--- config.mk ---
export PLATFORM = sky130hd
export DESIGN_NAME = muldiv_e
export DESIGN_NICKNAME = d
export VERILOG_FILES = /design/src/rtl/muldiv_pkg.sv /design/src/rtl/muldiv_e_div_step.sv /design/src/rtl/muldiv_e.sv
export SDC_FILE = /design/constraint.sdc
export NUM_CORES = 1
export LEC_CHECK = 0
export CORE_ASPECT_RATIO = 1.4
export CORE_MARGIN = 5
export CORE_UTILIZATION = 35
export DETAILED_ROUTE_END_ITERATION = 6
export GPL_ROUTABILITY_DRIVEN = 0
export MAX_ROUTING_LAYER = met4
export PLACE_DENSITY_LB_ADDON = 0.08
export SLEW_MARGIN = 30
export SYNTH_ARGS = -nofsm -noshare
export SYNTH_HDL_FRONTEND = slang
export SYNTH_HIERARCHICAL = 1
export SYNTH_SLANG_ARGS = --single-unit
--- constraint.sdc ---
create_clock -name ref_clk -period 8 [get_ports ref_clk]
set_input_delay 1.6 -clock ref_clk [delete_from_list [all_inputs] [get_ports ref_clk]]
set_output_delay 1.6 -clock ref_clk [all_outputs]
set_load 0.05 [all_outputs]
--- src/rtl/muldiv_pkg.sv ---
// muldiv_pkg: shared types and constants for the iterative multiply/divide unit.
package muldiv_pkg;
  localparam int MD_WIDTH = 32;
  localparam logic signed [MD_WIDTH-1:0] DIV0_LO = '1;
  typedef enum logic [1:0] {OP_MULTU, OP_MULT, OP_DIVU, OP_DIV} op_e;
  typedef enum logic [1:0] {S_IDLE, S_RUN, S_FIX} state_e;
  function automatic logic is_div(input op_e o);
    return o == OP_DIVU || o == OP_DIV;
  endfunction
endpackage

--- src/rtl/muldiv_e_div_step.sv ---
// div_step: one combinational restoring-division step on a {rem, quo} pair.
module div_step #(
  parameter int WIDTH = 32
) (
  input  logic [WIDTH-1:0] i_rem,
  input  logic [WIDTH-1:0] i_quo,
  input  logic [WIDTH-1:0] i_dvs,
  output logic [WIDTH-1:0] o_rem,
  output logic [WIDTH-1:0] o_quo
);
  logic [WIDTH:0] w_sh;
  logic [WIDTH:0] w_diff;
  assign w_sh   = {i_rem, i_quo[WIDTH-1]};
  // rem < divisor always holds, so bit WIDTH of the difference is the borrow
  assign w_diff = w_sh - {1'b0, i_dvs};
  assign o_rem  = w_diff[WIDTH] ? w_sh[WIDTH-1:0] : w_diff[WIDTH-1:0];
  assign o_quo  = {i_quo[WIDTH-2:0], ~w_diff[WIDTH]};
endmodule

--- src/rtl/muldiv_e.sv ---
// muldiv_e: iterative MULT/MULTU/DIV/DIVU unit with private HI/LO and MFHI/MFLO read port.
// Define MULDIV_FAST_MUL_EN for single-cycle multiplies (IDLE -> FIX); divides stay iterative.
module muldiv_e
  import muldiv_pkg::*;
#(
  parameter int WIDTH = MD_WIDTH,
  parameter int CNT_W = $clog2(WIDTH) + 1
) (
  input  logic             ref_clk,
  input  logic             rst_n,
  input  logic             start,
  input  logic [1:0]       op,
  input  logic [WIDTH-1:0] srcA,
  input  logic [WIDTH-1:0] srcB,
  input  logic             hi_we,
  input  logic             lo_we,
  input  logic [WIDTH-1:0] wdata,
  input  logic             rd_en,
  input  logic             rd_sel,
  output logic [WIDTH-1:0] DataO,
  output logic             busy,
  output logic             done,
  output logic             stall
);
  state_e             r_state;
  op_e                r_op;
  logic [CNT_W-1:0]   r_cnt;
  logic [2*WIDTH-1:0] r_acc;
  logic [WIDTH-1:0]   r_m;
  logic [WIDTH-1:0]   r_hi;
  logic [WIDTH-1:0]   r_lo;
  logic               r_sa;
  logic               r_sb;
  logic               r_div0;
  logic               r_done;

  logic               w_div;
  logic               w_sa;
  logic               w_sb;
  logic [WIDTH-1:0]   w_ma;
  logic [WIDTH-1:0]   w_mb;
  logic [2*WIDTH-1:0] w_acc_init;
  logic [WIDTH:0]     w_mul_sum;
  logic [2*WIDTH-1:0] w_mul_nxt;
  logic [WIDTH-1:0]   w_rem_n;
  logic [WIDTH-1:0]   w_quo_n;
  logic [2*WIDTH-1:0] w_run_nxt;
  logic [2*WIDTH-1:0] w_prod;
  logic [WIDTH-1:0]   w_quo;
  logic [WIDTH-1:0]   w_rem;
  logic [WIDTH-1:0]   w_fix_hi;
  logic [WIDTH-1:0]   w_fix_lo;

  assign w_div      = is_div(op_e'(op));
  assign w_sa       = op[0] & srcA[WIDTH-1];
  assign w_sb       = op[0] & srcB[WIDTH-1];
  assign w_ma       = w_sa ? -srcA : srcA;
  assign w_mb       = w_sb ? -srcB : srcB;
  // Multiply keeps the multiplier in the low half; divide keeps the dividend there
  assign w_acc_init = {{WIDTH{1'b0}}, w_div ? w_ma : w_mb};

  assign w_mul_sum  = {1'b0, r_acc[2*WIDTH-1:WIDTH]} + (r_acc[0] ? {1'b0, r_m} : '0);
  assign w_mul_nxt  = {w_mul_sum, r_acc[WIDTH-1:1]};

  div_step #(.WIDTH(WIDTH)) u_div_step (
    .i_rem(r_acc[2*WIDTH-1:WIDTH]),
    .i_quo(r_acc[WIDTH-1:0]),
    .i_dvs(r_m),
    .o_rem(w_rem_n),
    .o_quo(w_quo_n)
  );

  assign w_run_nxt  = is_div(r_op) ? {w_rem_n, w_quo_n} : w_mul_nxt;

  // Sign flags are zero for unsigned ops, so no op check is needed here
  assign w_prod     = (r_sa ^ r_sb) ? -r_acc : r_acc;
  assign w_quo      = (r_sa ^ r_sb) ? -r_acc[WIDTH-1:0] : r_acc[WIDTH-1:0];
  assign w_rem      = r_sa ? -r_acc[2*WIDTH-1:WIDTH] : r_acc[2*WIDTH-1:WIDTH];
  assign w_fix_hi   = is_div(r_op) ? w_rem : w_prod[2*WIDTH-1:WIDTH];
  assign w_fix_lo   = is_div(r_op) ? (r_div0 ? WIDTH'(DIV0_LO) : w_quo) : w_prod[WIDTH-1:0];

  assign busy  = r_state != S_IDLE;
  assign done  = r_done;
  assign stall = busy & (start | rd_en | hi_we | lo_we);
  assign DataO = rd_sel ? r_hi : r_lo;

  always_ff @(posedge ref_clk or negedge rst_n) begin
    if (!rst_n) begin
      r_state <= S_IDLE;
      r_op    <= OP_MULTU;
      r_cnt   <= '0;
      r_acc   <= '0;
      r_m     <= '0;
      r_hi    <= '0;
      r_lo    <= '0;
      r_sa    <= 1'b0;
      r_sb    <= 1'b0;
      r_div0  <= 1'b0;
      r_done  <= 1'b0;
    end else begin
      r_done <= 1'b0;
      case (r_state)
        S_IDLE: begin
          if (start) begin
            r_op   <= op_e'(op);
            r_sa   <= w_sa;
            r_sb   <= w_sb;
            r_div0 <= srcB == '0;
            r_m    <= w_div ? w_mb : w_ma;
            r_cnt  <= CNT_W'(WIDTH - 1);
`ifdef MULDIV_FAST_MUL_EN
            r_acc   <= w_div ? w_acc_init : (2*WIDTH)'(w_ma) * (2*WIDTH)'(w_mb);
            r_state <= w_div ? S_RUN : S_FIX;
`else
            r_acc   <= w_acc_init;
            r_state <= S_RUN;
`endif
          end else begin
            if (hi_we) r_hi <= wdata;
            if (lo_we) r_lo <= wdata;
          end
        end
        S_RUN: begin
          r_acc <= w_run_nxt;
          r_cnt <= r_cnt - 1'b1;
          if (r_cnt == '0) r_state <= S_FIX;
        end
        S_FIX: begin
          r_hi    <= w_fix_hi;
          r_lo    <= w_fix_lo;
          r_done  <= 1'b1;
          r_state <= S_IDLE;
        end
        default: r_state <= S_IDLE;
      endcase
    end
  end
endmodule

==> impl_metrics.py, run 1 <==
metrics = {
    "clock_network": {
        "numCtsBuffers": 17,
        "root_buffer": "clkbuf_16",
        "cts_tree": "built",
        "cts_setup_buffers": 0,
        "max-clock-path-buffers": 2,
        "cts.clk_slew.worst_paths_ns": 0.07,
        "cts-resized-gates": 0,
        "clock_latency_ns": 0.48,
        "h-tree-depth": 4,
        "cts.sinks": 173,
        "hold_buffers": 0,
    },
    "worst_setup_path": {
        "crit_top_cell": "clkdlybuf4s50_1",
        "critPathLaunchType": "input pin",
        "crit_required_ns": 6.40,
        "crit_family": "buffers and inverters",
        "worst-path-buf-inv": 3,
        "crit_type": "in2out",
        "cp_cell_sequence": "clkdlybuf4s50_1, buf_4, mux2_2, clkdlybuf4s50_1",
        "max_stage_delay_ns": 0.71,
        "worstPathArrival_ns": 3.57,
        "cp-end-kind": "output port",
        "cpMaxStageDelayCell": "clkdlybuf4s50_1",
        "cp_max_fo": 32,
    },
    "pwr": {
        "seqPwrFrac_pct": 24.9,
        "ir_drop_v": 0.0002318,
        "p_sw_share_pct": 51.52,
        "pwr-share-clk_pct": 11.8,
        "p_sw_w": 0.003817,
        "power_w": 0.007409,
        "power_density_nw_per_um2": 407.4,
        "leakage_nw": 7.372,
        "comb_power_share_pct": 63.4,
        "p_int_w": 0.003592,
    },
    "global_route": {
        "grt_antenna_before_repair": 0,
        "first_global_vias": 15050,
        "overflow": 0,
        "grt_pass1_wl_um": 92590,
        "grt_max_degree": 132,
        "groute.usage.overall_pct": 24.75,
    },
    "sta": {
        "drv_slew": 0,
        "setup_viol": 0,
        "finalCritPeriodShare_pct": 64.57,
        "final.setup_skew_ns": 0.01814,
        "rsz0062_at_grt": "no",
        "fin_ws_ns": 2.835,
        "fmax_mhz": 193.6,
        "fin_tns_setup_ns": 0,
        "finalCriticalPeriod_ns": 5.165,
        "tightest_slew_ns": 0.9176,
        "hold_viol": 0,
        "max-slew-margin-rel_pct": 38.83,
    },
    "layout": {
        "utilization_pct": 39.67,
        "multi_input_area_um2": 10720,
        "drive_above_1_share_pct": 7.157,
        "ff_latch_area_um2": 4333,
        "n_fill_cell": 4818,
        "antenna_cells": 0,
        "syn_to_final_growth_pct": 12.88,
        "layout.nets": 2218,
    },
    "drt": {
        "first_iter_violations": 997,
        "post-route-drc-count": 0,
        "wl_per_cell_um": 23.18,
        "routed_wl_um": 61930,
        "vias": 15150,
        "drt_first_pass_iters": 5,
        "final_antenna_net_count": 0,
        "via_per_inst": 5.673,
    },
    "logic_synthesis": {
        "synth_cell_types": 90,
        "yosysTopAreaCell": "dfrtp_1",
        "yosysWarnings": 6,
        "syn_inst": 2020,
        "synth_edf_count": 0,
        "yosysTopAreaCellShare_pct": 26.87,
        "syn_area_um2": 16110,
        "yosys.cell_count.top_type": "o21ai_0",
        "ys_top_cells_by_count": "o21ai_0, nand2_1, dfrtp_1",
        "syn_avg_cell_area_um2": 7.976,
        "seq_area_frac_synth_pct": 26.87,
        "ys_ff_latch": 173,
        "synthArstFlopShare_pct": 100.0,
        "synthTopCellsByArea": "dfrtp_1, o21ai_0, ha_1, nand2_1, xor2_1",
        "syn-num-nets": 2197,
        "synthFlopType": "dfrtp_1",
    },
    "die": {
        "die_y_um": 263.9,
        "die_area_um2": 50490,
        "io_pins": 140,
        "start_util_pct": 35.14,
        "num_rows": 93,
        "core_um2": 45850,
        "die_width_um": 191.3,
    },
    "min_path": {
        "holdCritPathClass": "reg2reg",
    },
    "place": {
        "dp_slack_ns": 2.809,
        "port_buffers": 139,
        "dp_hpwl_um": 47560,
    },
    "job": {
        "cap_violations": 0,
    },
    "status": {
        "status": "complete, no violations",
    },
}
[cell type report]
| class | instances | area share, % |
|---|---|---|
| clock buffer | 18 | 2.415 |
| sequential | 173 | 23.83 |
| tap | 617 | 4.245 |
| multi-input combinational | 1628 | 58.94 |
| inverter | 66 | 1.404 |
| timing repair buffer | 155 | 8.359 |
| clock inverter | 14 | 0.8118 |
[sequential cells by signal, summed over array words and instances, names as in the netlist]
name	flops
r_lo	32
r_div0	1
r_m	32
r_state	2
r_acc	64
r_sa	1
r_op	1
r_hi	32
r_sb	1
done	1
r_cnt	6
[layer usage]
metal / share of wire, % / GRT usage (%)
met5: 0 / -
met4: 5.8 / 12.72
met3: 3.9 / 2.842
met2: 50 / 41.82
met1: 40 / 28.85
[cell usage in the layout (no fill, tap or decap), types with 7 or more instances in the layout]
cell type	instances
nor4_1	15
o31ai_1	17
nor2b_1	10
nand3_1	96
nor3_1	44
o21a_1	13
a31oi_1	22
nand2_1	208
xor2_1	86
o211ai_1	24
mux2_2	38
nor2_1	140
ha_1	70
a211oi_1	8
xnor2_1	84
mux2_4	19
o221ai_1	30
nand4_1	11
dfrtp_1	172
o22ai_1	33
mux2i_1	74
inv_1	64
clkbuf_16	17
clkdlybuf4s50_1	137
and2_1	39
a221o_1	7
a21o_1	29
or4_1	8
a21oi_1	144
or3_1	17
and3_1	14
nand2b_1	9
buf_4	15
o21bai_1	9
o21ai_0	219
[cell families after synthesis]
| group | synth area share (%) |
|---|---|
| buffers and inverters | 6.795 |
| xor gates and xnor gates | 9.241 |
| adders and majority gates | 5.685 |
| DFF | 26.87 |
| and+or+nand+nor | 19.56 |
| muxes | 9.164 |
| AOI/OAI and AO/OA | 22.68 |
[metrics by stage]
step	area, um2	hold slack (ns)	instances
2_1_floorplan	16110	0.4436	2020
3_3_place_gp	17600	0.4634	2639
6_report	18190	0.4776	2671
4_1_cts	18190	0.4837	2671
5_1_grt	18190	0.5007	2671
3_5_place_dp	17600	0.4688	2639
[worst register-to-register path, cell delays in order, from the launching register on]
cell       delay [ns]
dfrtp_1          0.52
inv_1            0.08
ha_1             0.24
fa_1             0.40
and2b_1          0.25
o2111ai_2        0.14
a21oi_2          0.22
o2111ai_1        0.26
a211oi_2         0.38
nor2_4           0.11
mux2i_4          0.45
and2_4           0.39
inv_8            0.15
mux2_4           0.35
a21oi_1          0.14
a21oi_1          0.08
a211o_1          0.28
[path summary, 6_finish.rpt]
| path | from | to | slack, ns | cells past startpoint |
|---|---|---|---|---|
| max in group asynchronous | rst_n | r_op[1]$_DFFE_PN0P_ | 5.75 | 2 |
| min | r_lo[25]$_DFFE_PN0P_ | r_lo[25]$_DFFE_PN0P_ | 0.48 | 2 |
| max reg2reg | r_acc[31]$_DFFE_PN0P_ | r_acc[62]$_DFFE_PN0P_ | 3.45 | 16 |
| min reg2reg | r_lo[25]$_DFFE_PN0P_ | r_lo[25]$_DFFE_PN0P_ | 0.48 | 2 |
| max | rd_sel | DataO[28] | 2.83 | 4 |
| min in group asynchronous | rst_n | r_acc[63]$_DFFE_PN0P_ | 1.06 | 1 |
[power groups by stage]
stage / combinational (W) / clock [W] / sequential [W]
after floorplan: 0.00372 / 0 / 0.00149
after global placement: 0.00463 / 0 / 0.00185
after detailed placement: 0.00467 / 0 / 0.00184
after CTS: 0.00469 / 0.000891 / 0.00183
after global routing: 0.00511 / 0.000922 / 0.00187
final: 0.00469 / 0.000871 / 0.00184
Note: power is estimated with default switching activity, not from simulation.
==> run 2: changes to the inputs <==
==> constraint.sdc (replaced) <==
create_clock -name ref_clk -period 4.2 [get_ports ref_clk]
set_input_delay 0.84 -clock ref_clk [delete_from_list [all_inputs] [get_ports ref_clk]]
set_output_delay 0.84 -clock ref_clk [all_outputs]
set_load 0.05 [all_outputs]
==> impl_metrics.py, run 2 (synthesis gave the netlist of run 1 again) <==
metrics = {
    "status": {
        "status": "complete, no violations",
    },
    "worst_setup_path": {
        "r2r_setup_slack_ns": 0.26,
        "worstSetupStartpoint": "r_acc[31]$_DFFE_PN0P_",
        "crit_required_ns": 4.54,
        "ff2ff_path_depth": 16,
        "crit_type": "reg2reg",
        "cp_max_fo": 24,
        "cp-endpoint": "r_acc[62]$_DFFE_PN0P_",
        "worstPathArrival_ns": 4.28,
        "worstReg2RegEnd": "r_acc[62]$_DFFE_PN0P_",
        "r2r_start": "r_acc[31]$_DFFE_PN0P_",
        "critPathLaunchType": "register",
        "cp-end-kind": "register",
    },
    "sta": {
        "finalCriticalPeriod_ns": 3.943,
        "setup_viol": 0,
        "hold_viol": 0,
        "max-slew-margin-rel_pct": 38.40,
        "finalCritPeriodShare_pct": 93.87,
        "fin_tns_setup_ns": 0,
        "fmax_mhz": 253.6,
        "drv_slew": 0,
        "tightest_slew_ns": 0.9240,
        "final.setup_skew_ns": 0.01723,
        "rsz0062_at_grt": "no",
    },
    "layout": {
        "layout_common_cells": "o21ai_0, nand2_1, dfrtp_1",
        "syn_to_final_growth_pct": 17.91,
        "largest_register_ff_count": 64,
        "ff_latch_area_um2": 4333,
        "regMostFlops": "r_acc",
        "antenna_cells": 0,
        "drive_above_1_share_pct": 11.18,
        "final_common_cell": "o21ai_0",
        "utilization_pct": 41.44,
        "multi_input_area_um2": 10720,
        "layout.nets": 2275,
        "design_area_um2": 19000,
        "n_fill_cell": 4829,
    },
    "die": {
        "io_pins": 140,
        "start_util_pct": 35.14,
        "die_y_um": 263.9,
        "die_width_um": 191.3,
        "core_um2": 45850,
        "die_area_um2": 50490,
        "num_rows": 93,
    },
    "place": {
        "placed_cell_area_um2": 18340,
        "dp_hpwl_um": 49700,
        "port_buffers": 139,
    },
    "drt": {
        "drt_first_pass_iters": 5,
        "via_per_inst": 5.627,
        "vias": 15350,
        "final_antenna_net_count": 0,
        "first_iter_violations": 900,
        "post-route-drc-count": 0,
        "routed_wl_um": 63100,
        "wl_per_cell_um": 23.13,
    },
    "clock_network": {
        "h-tree-depth": 4,
        "root_buffer": "clkbuf_16",
        "clock_latency_ns": 0.46,
        "cts_tree": "built",
        "cts_setup_buffers": 0,
        "numCtsBuffers": 17,
        "cts.clk_slew.worst_paths_ns": 0.08,
        "max-clock-path-buffers": 2,
        "cts.sinks": 173,
        "cts-resized-gates": 0,
        "hold_buffers": 0,
    },
    "global_route": {
        "first_global_vias": 15350,
        "grt_max_degree": 87,
        "grt_antenna_before_repair": 1,
        "groute.usage.overall_pct": 25.13,
        "grt_pass1_wl_um": 94210,
        "overflow": 0,
    },
    "min_path": {
        "holdCritPathClass": "in2async",
    },
    "job": {
        "cap_violations": 0,
    },
    "pwr": {
        "power_density_nw_per_um2": 773.3,
        "ir_drop_v": 0.0004254,
        "leakage_nw": 7.844,
    },
}
run 2: worst max-delay path, cell delays in order (launching register included):
cell	delay [ns]
dfrtp_1	0.36
inv_1	0.05
ha_1	0.22
fa_1	0.41
and2b_1	0.25
o2111ai_2	0.13
a21oi_2	0.22
o2111ai_1	0.26
a211oi_2	0.35
nor2_4	0.10
mux2i_4	0.20
and2_4	0.22
inv_8	0.20
mux2_4	0.33
a21oi_1	0.14
a21oi_1	0.08
a211o_1	0.28
run 2: cell type report:
type / count / area share [%]
Clock buffer: 18 / 2.312
Inverter: 66 / 1.344
Clock inverter: 14 / 1.001
Timing Repair Buffer: 212 / 12.05
Sequential cell: 173 / 22.81
Multi-Input combinational cell: 1628 / 56.42
Tap cell: 617 / 4.064
run 2: power breakdown:
part | switching (W) | internal [W] | leakage, nW
combinational | 0.00575 | 0.00418 | 5.47
sequential | 0.000766 | 0.00226 | 2.07
clock | 0.000860 | 0.000881 | 0.303
run 2: worst min-delay path by stage:
stage          slack, ns            startpoint              endpoint  cells after the start
2_1_floorplan       0.44    r_div0$_DFFE_PN0P_    r_div0$_DFFE_PN0P_                      2
3_3_place_gp        0.46   r_lo[7]$_DFFE_PN0P_   r_lo[7]$_DFFE_PN0P_                      2
3_5_place_dp        0.47  r_lo[31]$_DFFE_PN0P_  r_lo[31]$_DFFE_PN0P_                      2
4_1_cts             0.47                 rst_n  r_lo[26]$_DFFE_PN0P_                      1
5_1_grt             0.23                 rst_n  r_lo[26]$_DFFE_PN0P_                      1
6_report            0.22                 rst_n  r_lo[26]$_DFFE_PN0P_                      1
run 2: layer usage:
layer / up-vias / track usage, % / part of all wire, %
li1: 7412 / - / -
met1: 7424 / 28.38 / 39
met2: 393 / 43.41 / 51
met3: 122 / 2.617 / 3.9
met4: 0 / 13.54 / 6.1
met5: - / - / 0
run 2: through the flow:
step	hold WS [ns]	total power (W)	setup slack, ns	cells
after detailed placement	0.4665	0.01294	0.3347	2695
final	0.2211	0.01469	0.2573	2728
after global routing	0.2269	0.01570	0.08705	2728
after floorplan	0.4436	0.009926	0.4328	2020
after global placement	0.4571	0.01291	0.2923	2695
after CTS	0.4667	0.01472	0.2970	2727
